===== config.mk =====
export PLATFORM = sky130hd
export DESIGN_NAME = tdc_uart_framer
export DESIGN_NICKNAME = d
export VERILOG_FILES = /design/src/rtl/tdc_uart_framer.sv
export SDC_FILE = /design/constraint.sdc
export NUM_CORES = 1
export LEC_CHECK = 0
export ABC_AREA = 1
export BUFFER_PORTS_ARGS = -buffer_cell sky130_fd_sc_hd__buf_2
export CAP_MARGIN = 15
export CORE_UTILIZATION = 56
export DETAILED_ROUTE_END_ITERATION = 8
export PLACE_DENSITY = 0.77
export SYNTH_ARGS = -nofsm -noshare
export SYNTH_HDL_FRONTEND = slang
export SYNTH_SLANG_ARGS = --single-unit

===== constraint.sdc =====
create_clock -name sysclk_200mhz_passthrough -period 4.7 [get_ports sysclk_200mhz_passthrough]
set_input_delay 1.175 -clock sysclk_200mhz_passthrough [delete_from_list [all_inputs] [get_ports sysclk_200mhz_passthrough]]
set_output_delay 1.175 -clock sysclk_200mhz_passthrough [all_outputs]
set_load 0.01 [all_outputs]

===== src/rtl/tdc_uart_framer.sv =====
// tdc_uart_framer: buffers 64-bit TDC snapshots in a small FIFO and sends
// each one as an 11-byte UART 8N1 frame: A5, seq, D0..D7, CHK.
//
// Ports:
//   sysclk_200mhz_passthrough  clock
//   rst                        synchronous active-high reset
//   sample_data[63:0]          snapshot, byte k = bits [8k+7:8k]
//   sample_valid               1-cycle strobe qualifying sample_data
//   uart_tx                    serial line, idles high
//   busy                       frame on the wire or FIFO non-empty
//   frame_sent                 pulse at the end of the last stop bit
//   drop_count[7:0]            samples lost on a full FIFO, saturating
module tdc_uart_framer #(
  parameter int CLKS_PER_BIT = 1736,
  parameter int FIFO_DEPTH   = 4
) (
  input  logic        sysclk_200mhz_passthrough,
  input  logic        rst,
  input  logic [63:0] sample_data,
  input  logic        sample_valid,
  output logic        uart_tx,
  output logic        busy,
  output logic        frame_sent,
  output logic [7:0]  drop_count
);

  localparam int AW = $clog2(FIFO_DEPTH);
  localparam int CW = $clog2(CLKS_PER_BIT);
  localparam logic [AW:0] FULL = (AW+1)'(FIFO_DEPTH);
  localparam logic [CW-1:0] LAST_CLK = CW'(CLKS_PER_BIT - 1);

  localparam logic [1:0] IDLE  = 2'd0;
  localparam logic [1:0] START = 2'd1;
  localparam logic [1:0] DATA  = 2'd2;
  localparam logic [1:0] STOP  = 2'd3;

  logic [1:0]    state;
  logic [CW-1:0] clk_cnt;
  logic [2:0]    bit_idx;
  logic [3:0]    byte_idx;
  logic [63:0]   hold;
  logic [7:0]    chk;
  logic [7:0]    seq;

  logic [63:0]   mem [FIFO_DEPTH];
  logic [AW-1:0] wr_ptr;
  logic [AW-1:0] rd_ptr;
  logic [AW:0]   fifo_cnt;

  logic          fifo_empty;
  logic          fifo_full;
  logic          bit_end;
  logic          frame_done;
  logic          pop;
  logic          push;
  logic          drop;
  logic [63:0]   head;
  logic [7:0]    next_seq;
  logic [7:0]    head_chk;
  logic [7:0]    cur_byte;
  logic [2:0]    dsel;
  logic          tx_next;
  logic          done_q;

  assign fifo_empty = (fifo_cnt == '0);
  assign fifo_full  = (fifo_cnt == FULL);
  assign bit_end    = (clk_cnt == LAST_CLK);
  assign frame_done = (state == STOP) && bit_end
                    && (byte_idx == 4'd10);

  // A pop happens from IDLE, or at the end of a frame so the
  // next frame follows without an idle bit.
  assign pop  = !fifo_empty
              && ((state == IDLE) || frame_done);
  assign push = sample_valid && (!fifo_full || pop);
  assign drop = sample_valid && fifo_full && !pop;
  assign head = mem[rd_ptr];

  // A back-to-back pop coincides with the seq increment, so the
  // checksum must already use the incremented value.
  assign next_seq = frame_done ? seq + 8'd1 : seq;

  always_comb begin
    head_chk = next_seq;
    for (int k = 0; k < 8; k++) begin
      head_chk = head_chk ^ head[8*k +: 8];
    end
  end

  assign dsel = 3'(byte_idx - 4'd2);

  always_comb begin
    cur_byte = hold[{dsel, 3'b000} +: 8];
    case (byte_idx)
      4'd0:    cur_byte = 8'hA5;
      4'd1:    cur_byte = seq;
      4'd10:   cur_byte = chk;
      default: cur_byte = hold[{dsel, 3'b000} +: 8];
    endcase
  end

  always_comb begin
    tx_next = 1'b1;
    case (state)
      START:   tx_next = 1'b0;
      DATA:    tx_next = cur_byte[bit_idx];
      default: tx_next = 1'b1;
    endcase
  end

  always_ff @(posedge sysclk_200mhz_passthrough) begin
    if (push) begin
      mem[wr_ptr] <= sample_data;
    end
  end

  always_ff @(posedge sysclk_200mhz_passthrough) begin
    if (rst) begin
      wr_ptr   <= '0;
      rd_ptr   <= '0;
      fifo_cnt <= '0;
    end else begin
      if (push) wr_ptr <= wr_ptr + AW'(1);
      if (pop)  rd_ptr <= rd_ptr + AW'(1);
      case ({push, pop})
        2'b10:   fifo_cnt <= fifo_cnt + (AW+1)'(1);
        2'b01:   fifo_cnt <= fifo_cnt - (AW+1)'(1);
        default: fifo_cnt <= fifo_cnt;
      endcase
    end
  end

  always_ff @(posedge sysclk_200mhz_passthrough) begin
    if (rst) begin
      drop_count <= 8'd0;
    end else if (drop && drop_count != 8'hFF) begin
      drop_count <= drop_count + 8'd1;
    end
  end

  always_ff @(posedge sysclk_200mhz_passthrough) begin
    if (rst) begin
      state    <= IDLE;
      clk_cnt  <= '0;
      bit_idx  <= 3'd0;
      byte_idx <= 4'd0;
      hold     <= 64'd0;
      chk      <= 8'd0;
      seq      <= 8'd0;
    end else begin
      case (state)
        IDLE: begin
          if (pop) begin
            hold     <= head;
            chk      <= head_chk;
            byte_idx <= 4'd0;
            clk_cnt  <= '0;
            state    <= START;
          end
        end
        START: begin
          if (bit_end) begin
            clk_cnt <= '0;
            bit_idx <= 3'd0;
            state   <= DATA;
          end else begin
            clk_cnt <= clk_cnt + CW'(1);
          end
        end
        DATA: begin
          if (bit_end) begin
            clk_cnt <= '0;
            bit_idx <= bit_idx + 3'd1;
            if (bit_idx == 3'd7) state <= STOP;
          end else begin
            clk_cnt <= clk_cnt + CW'(1);
          end
        end
        default: begin
          if (bit_end) begin
            clk_cnt <= '0;
            if (byte_idx != 4'd10) begin
              byte_idx <= byte_idx + 4'd1;
              state    <= START;
            end else begin
              seq <= seq + 8'd1;
              if (pop) begin
                hold     <= head;
                chk      <= head_chk;
                byte_idx <= 4'd0;
                state    <= START;
              end else begin
                state <= IDLE;
              end
            end
          end else begin
            clk_cnt <= clk_cnt + CW'(1);
          end
        end
      endcase
    end
  end

  // Outputs are registered one cycle behind the FSM; frame_sent
  // takes one more stage so it lands where the last stop bit ends
  // on uart_tx.
  always_ff @(posedge sysclk_200mhz_passthrough) begin
    if (rst) begin
      uart_tx    <= 1'b1;
      busy       <= 1'b0;
      done_q     <= 1'b0;
      frame_sent <= 1'b0;
    end else begin
      uart_tx    <= tx_next;
      busy       <= (state != IDLE) || !fifo_empty;
      done_q     <= frame_done;
      frame_sent <= done_q;
    end
  end

endmodule


==> flow_metrics.py, run 1 <==
metrics = {
    "floorplan": {
        "coreArea_um2": 29870,
        "pin_count": 78,
        "die_w_um": 176.7,
        "dieHeight_um": 176.7,
        "initial_utilization_pct": 57.23,
        "rows": 63,
        "fp.dieArea_um2": 31230,
    },
    "final_layout": {
        "stdcell_count": 2376,
        "drive_gt1_share_pct": 9.164,
        "nNetsFinal": 2042,
        "diodes": 0,
        "final_util_pct": 63.67,
        "syn_to_final_growth_pct": 11.25,
    },
    "route": {
        "drt-wirelength-per-cell_um": 16.43,
        "wirelength_mm": 39.04,
        "num_vias": 13200,
        "drc": 0,
        "highest_layer": "met5",
        "met3_length_mm": 2.516,
        "via_per_inst": 5.553,
        "ant_nets": 0,
        "wl_met2_mm": 18.56,
        "drt_iter0_markers": 1078,
        "wl_met1_mm": 16.52,
        "first_pass_iters": 5,
    },
    "cts": {
        "cts_buffer_depth": 3,
        "cts.sinks": 377,
        "htreeDepth": 2,
        "cts-resized-gates": 0,
        "clk_pin_slew_worst_paths_ns": 0.06,
        "cts_hold_buf": 0,
        "cts_setup_buffers": 0,
        "cts_inserted_buffers": 40,
        "root_buffer": "clkbuf_16",
        "cts_tree": "yes",
        "clock_latency_ns": 0.54,
    },
    "timing": {
        "finClkSkew_ns": 0.02158,
        "finalSetupViolations": 0,
        "fin_tns_setup_ns": 0,
        "hold_violations": 0,
        "slew_headroom_pct": 43.32,
        "finalCriticalPeriod_ns": 3.311,
        "period_share_pct": 70.44,
        "tightestPinTransition_ns": 0.8502,
        "rsz0062_at_grt": "false",
        "max_freq_ghz": 0.3021,
        "finalMaxSlewViolations": 0,
    },
    "yosys": {
        "synthArstFlopShare_pct": 0,
        "yosys_most_used_dff": "edfxtp_1",
        "synth_area_um2": 17100,
        "yosysSeqAreaShare_pct": 59.13,
        "yosysWarnings": 0,
        "yosys.cell_types.count": 46,
        "synth_nets": 1995,
        "syn-instance-count": 1908,
        "syn-mean-instance-area_um2": 8.961,
        "yosys-top-cells-count": "670 x nand2_1, 256 x edfxtp_1, 202 x nand3_1",
        "yosys.area.top_type": "edfxtp_1",
        "synthMostInstantiatedCell": "nand2_1",
        "synth_area_leaders": "edfxtp_1 45%, nand2_1 15%, dfxtp_1 14%",
        "synth_top_area_share_pct": 44.96,
        "synth_edf_count": 256,
        "ys_ff_latch": 377,
    },
    "setup_path": {
        "cp.arrival_ns": 3.50,
        "crit_start": "byte_idx[0]",
        "timing.rr.start": "byte_idx[0]",
        "cp_slowest_cell": "nor2_4",
        "crit_type": "flop to flop",
        "worstSetupEndpointType": "flop",
        "rr_worst_depth": 11,
        "critPathCapture": "mem[2][48]",
        "r2r_end": "mem[2][48]",
        "r2r_setup_slack_ns": 1.39,
        "slowest_delay_ns": 0.54,
        "cp_max_fo": 50,
        "path_cells": "inv_1, ha_1, nand3_4, nor2_4, nand3_1, nand2_2, nand2_4, nand3_1, nand2_1, nor2_4, buf_12",
        "required_ns": 4.89,
        "startpoint_type": "flop",
    },
    "place": {
        "gp_congestion": 0.9851,
        "io_buffers": 77,
        "placed_cells": 2303,
        "dp_hpwl_mm": 24.85,
    },
    "grt": {
        "track_usage_pct": 25.76,
        "grt_pass1_vias": 12490,
        "grt_overflow": 0,
        "grt_max_degree": 115,
        "grt_pass1_wl_mm": 63.11,
        "antenna_found_initial": 1,
    },
    "power": {
        "leakage_nw": 7.877,
        "ir_drop_mv": 0.4008,
        "power.density_nw_per_um2": 633.4,
    },
    "outcome": {
        "status": "finished clean",
    },
    "run": {
        "max-cap-violations": 0,
    },
    "min_path": {
        "hp-start": "done_q",
        "hp-class": "flop to flop",
    },
}
==> worst max-delay path, delay by kind of cell, from the launching register on <==
kind,cells,cell delay [ns]
fa+ha+maj,1,0.29
buf+inv,2,0.76
flops,1,0.31
simple gates,8,1.53
==> routing by layer <==
layer / up-vias / GRT usage (%)
met5: - / 0
met1: 6157 / 34.25
li1: 6482 / -
met2: 460 / 42.88
met3: 94 / 3.329
met4: 2 / 10.24
==> registers in the layout (all words and copies together) (netlist names), 3 cells and up, named ones only <==
register and flops:
hold 64, byte_idx 4, bit_idx 3, drop_count 8, clk_cnt 11, seq 8
mem 256, chk 8, fifo_cnt 3
==> final cells by class <==
| class | count | area, um^2 |
|---|---|---|
| multi-input cells | 1293 | 5986 |
| well taps | 390 | 488.0 |
| fillers | 2344 | 10850 |
| inverters | 151 | 574.3 |
| clock buffers | 58 | 1125 |
| clock inverters | 15 | 185.2 |
| flip-flops and latches | 377 | 10110 |
| repair buffers | 92 | 548.0 |
==> worst min path at each step <==
stage                     cells after the start  slack (ns)    endpoint
final                                         2        0.42  frame_sent
after floorplan                               2        0.39  frame_sent
after global placement                        2        0.41  frame_sent
after detailed placement                      2        0.42  frame_sent
after global routing                          2        0.46  frame_sent
after CTS                                     2        0.43  frame_sent
==> cell families after synthesis <==
kind of cell	synth area share (%)
XOR/XNOR	0.4611
AO/OA/AOI/OAI	8.906
adder cells (fa/ha/maj)	1.508
buffers and inverters	6.037
flip-flops	59.13
multiplexers	0.1171
AND/OR/NAND/NOR	23.84
==> report_power, final <==
part	total (mW)	internal, mW	switching [mW]
combinational	4.45	1.32	3.13
clock	3.11	1.84	1.27
sequential	4.49	4.16	0.332
==> cell usage in the layout (no fill, tap or decap), types with 5 or more instances in the layout <==
cell / instances
a211oi_1: 7
a21oi_1: 112
a31oi_1: 6
buf_2: 77
buf_4: 11
clkbuf_1: 12
clkbuf_16: 42
clkinv_1: 6
clkinv_2: 8
dfxtp_1: 119
edfxtp_1: 256
ha_1: 19
inv_1: 141
nand2_1: 670
nand3_1: 202
nand4_1: 12
nor2_1: 65
nor2_4: 6
o211ai_1: 15
o21a_1: 5
o21ai_0: 129
xnor2_1: 7
==> metrics by stage <==
stage                     area, um^2  total power, mW  hold slack (ns)  worst slack (ns)
after floorplan                17100            7.874           0.3883           -0.3531
after global placement         17710            8.783           0.4125             1.473
after detailed placement       17710            8.942           0.4198             1.386
after CTS                      19020            12.07           0.4279             1.374
after global routing           19020            12.89           0.4555             1.119
final                          19020            12.05           0.4247             1.389
Power figures use the tool's default switching activity.
==> inputs of run 2 (changes only) <==
--- a/config.mk
+++ b/config.mk
@@ -5,12 +5,12 @@
 export SDC_FILE = /design/constraint.sdc
 export NUM_CORES = 1
 export LEC_CHECK = 0
-export ABC_AREA = 1
+export ABC_AREA = 0
 export BUFFER_PORTS_ARGS = -buffer_cell sky130_fd_sc_hd__buf_2
 export CAP_MARGIN = 15
-export CORE_UTILIZATION = 56
+export CORE_UTILIZATION = 61
 export DETAILED_ROUTE_END_ITERATION = 8
-export PLACE_DENSITY = 0.77
+export PLACE_DENSITY = 0.79
 export SYNTH_ARGS = -nofsm -noshare
 export SYNTH_HDL_FRONTEND = slang
 export SYNTH_SLANG_ARGS = --single-unit
==> constraint.sdc (replaced) <==
create_clock -name sysclk_200mhz_passthrough -period 3.39 [get_ports sysclk_200mhz_passthrough]
set_input_delay 0.8475 -clock sysclk_200mhz_passthrough [delete_from_list [all_inputs] [get_ports sysclk_200mhz_passthrough]]
set_output_delay 0.8475 -clock sysclk_200mhz_passthrough [all_outputs]
set_load 0.01 [all_outputs]
==> run 2 against run 1 <==
  * Via count shrank 32%
  * Largest power group unchanged
  * Final area shrank 8.4%
  * Non-clock buffer count grew 11
  * Count of clock-buffer cells in the layout shrank 6
==> flow_metrics.py, run 2 <==
metrics = {
    "outcome": {
        "status": "finished clean",
    },
    "setup_path": {
        "timing.rr.start": "byte_idx[1]",
        "path_cells": "ha_1, nand4b_1, o41a_1, nor2_1, nand2_1, fa_1, nor2_1, nand2_1, a32oi_1, a21oi_1",
        "cp_slowest_cell": "dfxtp_1",
        "worstSetupEndpointType": "flop",
        "cp_num_buf_inv": 0,
        "r2r_setup_slack_ns": 0.51,
        "cp.arrival_ns": 3.26,
        "required_ns": 3.77,
        "cp_max_fo": 8,
        "slowest_delay_ns": 0.43,
        "crit_type": "flop to flop",
        "r2r_end": "fifo_cnt[2]",
        "rr_worst_depth": 10,
        "critPathTopFamily": "simple AND/OR/NAND/NOR gates",
        "startpoint_type": "flop",
    },
    "final_layout": {
        "multi_input_area_um2": 5036,
        "layout_common_cells": "256 x edfxtp_1, 153 x nand2_1, 119 x dfxtp_1, 89 x a21oi_1, 80 x mux4_2",
        "stdcell_count": 1506,
        "seq_area_um2": 10110,
        "final_util_pct": 70.83,
        "n_fill_cell": 1601,
        "final_area_um2": 17430,
        "largest_reg_flops": 256,
        "regMostFlops": "mem",
        "final_common_cell": "edfxtp_1",
        "diodes": 0,
        "reg_top3": "mem: 256 flops, hold: 64 flops, clk_cnt: 11 flops",
        "nNetsFinal": 1242,
        "syn_to_final_growth_pct": 12.84,
        "drive_gt1_share_pct": 20.73,
    },
    "cts": {
        "htreeDepth": 2,
        "cts_setup_buffers": 0,
        "cts_hold_buf": 0,
        "cts.sinks": 377,
        "clk_pin_slew_worst_paths_ns": 0.06,
        "clock_latency_ns": 0.53,
        "cts_buffer_depth": 3,
        "cts_tree": "yes",
        "cts_inserted_buffers": 39,
        "root_buffer": "clkbuf_16",
        "cts-resized-gates": 0,
    },
    "yosys": {
        "yosysSeqAreaShare_pct": 65.46,
        "synth_edf_count": 256,
        "synth_nets": 1152,
        "yosys.cell_types.count": 57,
        "yosys_most_used_dff": "edfxtp_1",
        "yosys.area.top_type": "edfxtp_1",
        "synthMostInstantiatedCell": "edfxtp_1",
        "syn-mean-instance-area_um2": 14.50,
        "syn-instance-count": 1065,
        "synth_top_area_share_pct": 49.77,
        "yosys-top-cells-count": "256 x edfxtp_1, 153 x nand2_1, 121 x dfxtp_1",
        "synth_area_um2": 15440,
        "synthArstFlopShare_pct": 0,
        "synth_area_leaders": "edfxtp_1 50%, dfxtp_1 16%, mux4_2 12%",
        "ys_ff_latch": 377,
        "yosysWarnings": 0,
    },
    "timing": {
        "finalMaxSlewViolations": 0,
        "tightestPinTransition_ns": 0.8190,
        "max_freq_ghz": 0.3474,
        "finClkSkew_ns": 0.02279,
        "setup_slack_ns": 0.5114,
        "fin_hold_ws_ns": 0.4395,
        "hold_violations": 0,
        "slew_headroom_pct": 45.40,
        "period_share_pct": 84.91,
        "rsz0062_at_grt": "false",
        "finalSetupViolations": 0,
        "finalCriticalPeriod_ns": 2.879,
    },
    "power": {
        "power.density_nw_per_um2": 810.0,
        "leakage_nw": 5.814,
        "ir_drop_mv": 0.6468,
    },
    "grt": {
        "grt_pass1_vias": 9115,
        "antenna_found_initial": 0,
        "grt_overflow": 0,
        "grt_max_degree": 81,
        "grt_pass1_wl_mm": 48.50,
        "track_usage_pct": 24.33,
    },
    "floorplan": {
        "coreArea_um2": 24600,
        "die_w_um": 161.1,
        "dieHeight_um": 161.1,
        "initial_utilization_pct": 62.77,
        "rows": 57,
        "pin_count": 78,
        "fp.dieArea_um2": 25960,
    },
    "place": {
        "dp_hpwl_mm": 19.18,
        "placed_cells": 1438,
        "dpl_worst_slack_ns": 0.5470,
        "gp_congestion": 0.8957,
        "post_dp_cell_area_um2": 16280,
        "io_buffers": 77,
    },
    "route": {
        "via_per_inst": 5.997,
        "wirelength_mm": 30.63,
        "drt-wirelength-per-cell_um": 20.34,
        "drc": 0,
        "first_pass_iters": 5,
        "drt_iter0_markers": 676,
        "ant_nets": 0,
        "num_vias": 9031,
    },
    "run": {
        "max-cap-violations": 0,
    },
    "min_path": {
        "whs_path_depth": 1,
        "hp-start": "done_q",
        "hp-class": "flop to flop",
        "worstHoldEndpoint": "frame_sent",
    },
}
run 2: cell count changes after synthesis, sizes merged, moves of 6 or more:
cell	change
o21ai	-117
nand4	-6
xor2	+11
buf	-30
nand2	-523
mux4	+80
a21oi	-25
nand3	-195
xnor2	+64
inv	-135
nor2	-12
o211ai	-9
mux2i	+9
run 2: through the flow:
step,power (mW),setup TNS (ns)
floorplan,9.335,-26.58
global placement,10.24,0
detailed placement,10.35,0
CTS,14.21,0
global route,14.80,0
finish,14.12,0
run 2: power by group:
part	switching, mW	internal (mW)
clock network	1.63	2.21
registers	0.367	5.59
logic	2.40	1.92
run 2: kinds of logic after synthesis:
family / after synthesis / share of synthesized area, %
xor gates and xnor gates: 84 / 4.763
buffers and inverters: 66 / 1.968
muxes: 92 / 12.45
adders and majority gates: 20 / 1.669
AOI/OAI and AO/OA: 148 / 5.687
DFF: 377 / 65.46
and+or+nand+nor: 278 / 8.004
run 2: worst max path at each step:
stage | depth (start not counted) | startpoint | end | slack (ns)
4_1_cts | 10 | byte_idx[1] | fifo_cnt[2] | 0.53
3_5_place_dp | 10 | byte_idx[1] | fifo_cnt[2] | 0.55
5_1_grt | 10 | byte_idx[1] | fifo_cnt[2] | 0.30
6_report | 10 | byte_idx[1] | fifo_cnt[2] | 0.51
2_1_floorplan | 8 | byte_idx[0] | mem[0][0] | -0.10
3_3_place_gp | 7 | byte_idx[2] | uart_tx | 0.67
run 2: cell type report:
cell class | instances | share of cell area [%]
flip-flops and latches | 377 | 58.04
multi-input cells | 622 | 28.90
clock buffers | 52 | 5.901
repair buffers | 103 | 3.920
well taps | 324 | 2.326
clock inverters | 16 | 0.6605
inverters | 12 | 0.2585
run 2: layer usage:
layer | global-route usage (%) | vias up | wire [um]
met5 | 0 | - | 0
li1 | - | 4162 | -
met1 | 32.39 | 4515 | 12600
met4 | 7.933 | 0 | 729
met2 | 41.63 | 305 | 15700
met3 | 3.416 | 49 | 1603
run 2: worst reg2reg max path, stage by stage (launching register included):
cell and delay [ns]:
dfxtp_1 0.43, ha_1 0.36, nand4b_1 0.23, o41a_1 0.42, nor2_1 0.28, nand2_1 0.11
fa_1 0.41, nor2_1 0.14, nand2_1 0.08, a32oi_1 0.20, a21oi_1 0.09
==> inputs of run 3 (changes only) <==
--- a/config.mk
+++ b/config.mk
@@ -8,9 +8,9 @@
 export ABC_AREA = 0
 export BUFFER_PORTS_ARGS = -buffer_cell sky130_fd_sc_hd__buf_2
 export CAP_MARGIN = 15
-export CORE_UTILIZATION = 61
+export CORE_UTILIZATION = 55
 export DETAILED_ROUTE_END_ITERATION = 8
-export PLACE_DENSITY = 0.79
+export PLACE_DENSITY = 0.76
 export SYNTH_ARGS = -nofsm -noshare
 export SYNTH_HDL_FRONTEND = slang
 export SYNTH_SLANG_ARGS = --single-unit
==> constraint.sdc (replaced) <==
create_clock -name sysclk_200mhz_passthrough -period 2.6 [get_ports sysclk_200mhz_passthrough]
set_input_delay 0.65 -clock sysclk_200mhz_passthrough [delete_from_list [all_inputs] [get_ports sysclk_200mhz_passthrough]]
set_output_delay 0.65 -clock sysclk_200mhz_passthrough [all_outputs]
set_load 0.01 [all_outputs]
==> run 3 against run 2 <==
  * Combinational power rose by 45%
  * Fmax rose by 11%
  * First-iteration DRC count fell by 10%
  * Critical path depth fell by 4
  * Count of clock-buffer cells in the layout fell by 10
  * Utilization fell by 4.5 points
  * Clock power rose by 40%
  * Die area rose by 11%
  * Final area rose by 3.7%
  * Non-clock buffer count rose by 36
  * Sequential share of layout area fell by 2.1 points
  * Flip-flop and latch count did not move
  * Critical path type unchanged
  * Critical endpoint is now mem[0][40]
==> flow_metrics.py, run 3 (same netlist as run 2, synthesis figures left out) <==
metrics = {
    "timing": {
        "max_freq_ghz": 0.3862,
        "slew_headroom_pct": 64.41,
        "tightestPinTransition_ns": 0.5338,
        "hold_violations": 0,
        "finClkSkew_ns": 0.01522,
        "fin_tns_setup_ns": 0,
        "rsz0062_at_grt": "true",
        "finalCriticalPeriod_ns": 2.590,
        "period_share_pct": 99.60,
        "finalMaxSlewViolations": 0,
        "finalSetupViolations": 0,
    },
    "cts": {
        "cts_inserted_buffers": 38,
        "cts_buffer_depth": 3,
        "htreeDepth": 2,
        "clock_latency_ns": 0.52,
        "cts_tree": "yes",
        "cts_hold_buf": 0,
        "cts.sinks": 377,
        "clk_pin_slew_worst_paths_ns": 0.06,
        "root_buffer": "clkbuf_16",
    },
    "final_layout": {
        "reg_top3": "mem: 256 flops, hold: 64 flops, clk_cnt: 11 flops",
        "drive_gt1_share_pct": 24.67,
        "layout_common_cells": "256 x edfxtp_1, 152 x nand2_1, 117 x dfxtp_1, 89 x a21oi_1, 80 x mux4_2",
        "n_fill_cell": 1861,
        "largest_reg_flops": 256,
        "diodes": 0,
        "syn_to_final_growth_pct": 17.05,
        "regMostFlops": "mem",
        "stdcell_count": 1592,
        "final_common_cell": "edfxtp_1",
        "nNetsFinal": 1277,
    },
    "route": {
        "ant_nets": 0,
        "wirelength_mm": 31.83,
        "wl_met1_mm": 13.37,
        "drt_iter0_markers": 608,
        "first_pass_iters": 5,
        "wl_met2_mm": 16.27,
        "via_per_inst": 5.687,
        "met3_length_mm": 1.455,
        "drt-wirelength-per-cell_um": 19.99,
        "num_vias": 9053,
        "drc": 0,
        "highest_layer": "met4",
    },
    "setup_path": {
        "path_cells": "or4b_4, o41a_1, buf_4, a31oi_4, and2_4, buf_12",
        "startpoint_type": "flop",
        "worstSetupEndpointType": "flop",
        "required_ns": 2.81,
        "cp_num_buf_inv": 2,
        "r2r_setup_slack_ns": 0.01,
        "cp.arrival_ns": 2.80,
        "cp_max_fo": 18,
        "cp_slowest_cell": "or4b_4",
        "crit_type": "flop to flop",
        "slowest_delay_ns": 0.52,
        "rr_worst_depth": 6,
        "timing.rr.start": "clk_cnt[5]",
        "r2r_end": "mem[0][40]",
        "critPathTopFamily": "simple AND/OR/NAND/NOR gates",
    },
    "power": {
        "power.density_nw_per_um2": 1071,
        "ir_drop_mv": 0.7472,
        "switching_share_pct": 30.91,
        "total_power_mw": 19.37,
        "power_switching_mw": 5.985,
        "pwr-share-clk_pct": 27.9,
        "comb_power_share_pct": 32.3,
        "leakage_nw": 6.106,
        "pwr-share-seq_pct": 39.9,
        "power.internal_mw": 13.38,
    },
    "min_path": {
        "worstHoldEndpoint": "mem[2][46]",
        "hp-start": "sample_data[46]",
        "hp-class": "primary input to flop",
        "whs_path_depth": 1,
    },
    "floorplan": {
        "dieHeight_um": 169.6,
        "coreArea_um2": 27250,
        "die_w_um": 169.6,
        "fp.dieArea_um2": 28760,
        "pin_count": 78,
        "initial_utilization_pct": 56.68,
        "rows": 60,
    },
    "grt": {
        "grt_max_degree": 75,
        "grt_pass1_vias": 9038,
        "track_usage_pct": 22.49,
        "antenna_found_initial": 0,
        "grt_overflow": 0,
        "grt_pass1_wl_mm": 49.37,
    },
    "outcome": {
        "status": "finished clean",
    },
    "place": {
        "gp_congestion": 0.9044,
        "io_buffers": 77,
        "dp_hpwl_mm": 20.75,
        "placed_cells": 1518,
    },
    "run": {
        "max-cap-violations": 0,
    },
}
-- run 3: how the worst max path moves through the flow --
stage               startpoint     endpoint  slack (ns)  cells past startpoint
floorplan           clk_cnt[5]    mem[0][0]       -0.01                      5
global placement    clk_cnt[5]   mem[1][33]        0.03                      6
detailed placement  clk_cnt[5]  fifo_cnt[2]       -0.03                      9
CTS                 clk_cnt[5]  fifo_cnt[2]        0.03                      9
global route        clk_cnt[5]  fifo_cnt[2]       -0.06                      9
finish              clk_cnt[5]   mem[0][40]        0.01                      6
-- run 3: area by class of cell --
class / count / area, um^2 / share of cell area, %
flip-flops and latches: 377 / 10120 / 55.96
multi-input cells: 622 / 5084 / 28.12
clock inverters: 28 / 259.0 / 1.433
clock buffers: 42 / 987.2 / 5.461
repair buffers: 139 / 1116 / 6.173
inverters: 12 / 50.05 / 0.2768
well taps: 372 / 465.4 / 2.575
-- run 3: per-stage QoR --
step / util [%] / setup WS, ns / hold WS (ns) / cell area, um^2
2_1_floorplan: - / -0.009765 / 0.4138 / 15510
3_3_place_gp: 61.54 / 0.03131 / 0.4247 / 16770
3_5_place_dp: 61.54 / -0.02586 / 0.4227 / 16770
4_1_cts: 66.11 / 0.02826 / 0.3252 / 18020
5_1_grt: 66.34 / -0.06154 / 0.3267 / 18080
6_report: 66.34 / 0.01050 / 0.3379 / 18080
-- run 3: power by group through the flow --
stage	clock network, mW	registers (mW)	logic (mW)
final	5.39	7.72	6.25
after global routing	5.70	7.80	6.74
after CTS	5.49	7.72	6.18
after detailed placement	0	7.83	6.12
after global placement	0	7.79	6.00
after floorplan	0	7.64	4.57
-- run 3: routing by layer --
layer / global-route usage (%) / vias to the layer above
li1: - / 4235
met1: 29.53 / 4523
met2: 39.06 / 244
met3: 3.498 / 51
met4: 6.189 / 0
met5: 0 / -
-- run 3: worst reg2reg max path: cells and delay by family, from the launching register on --
family | cells | cell delay, ns
compound gates | 2 | 0.74
buf+inv | 2 | 0.40
flops | 1 | 0.34
simple gates | 2 | 0.81
-- run 3: repair_timing --
| action | 4_1_cts | 5_1_grt |
|---|---|---|
| endpoints found under the setup margin | 23 | 247 |
| cloned | 0 | 1 |
| pin swaps | 1 | 13 |
| gates resized for setup | 0 | 5 |
| buffers inserted | 0 | 3 |
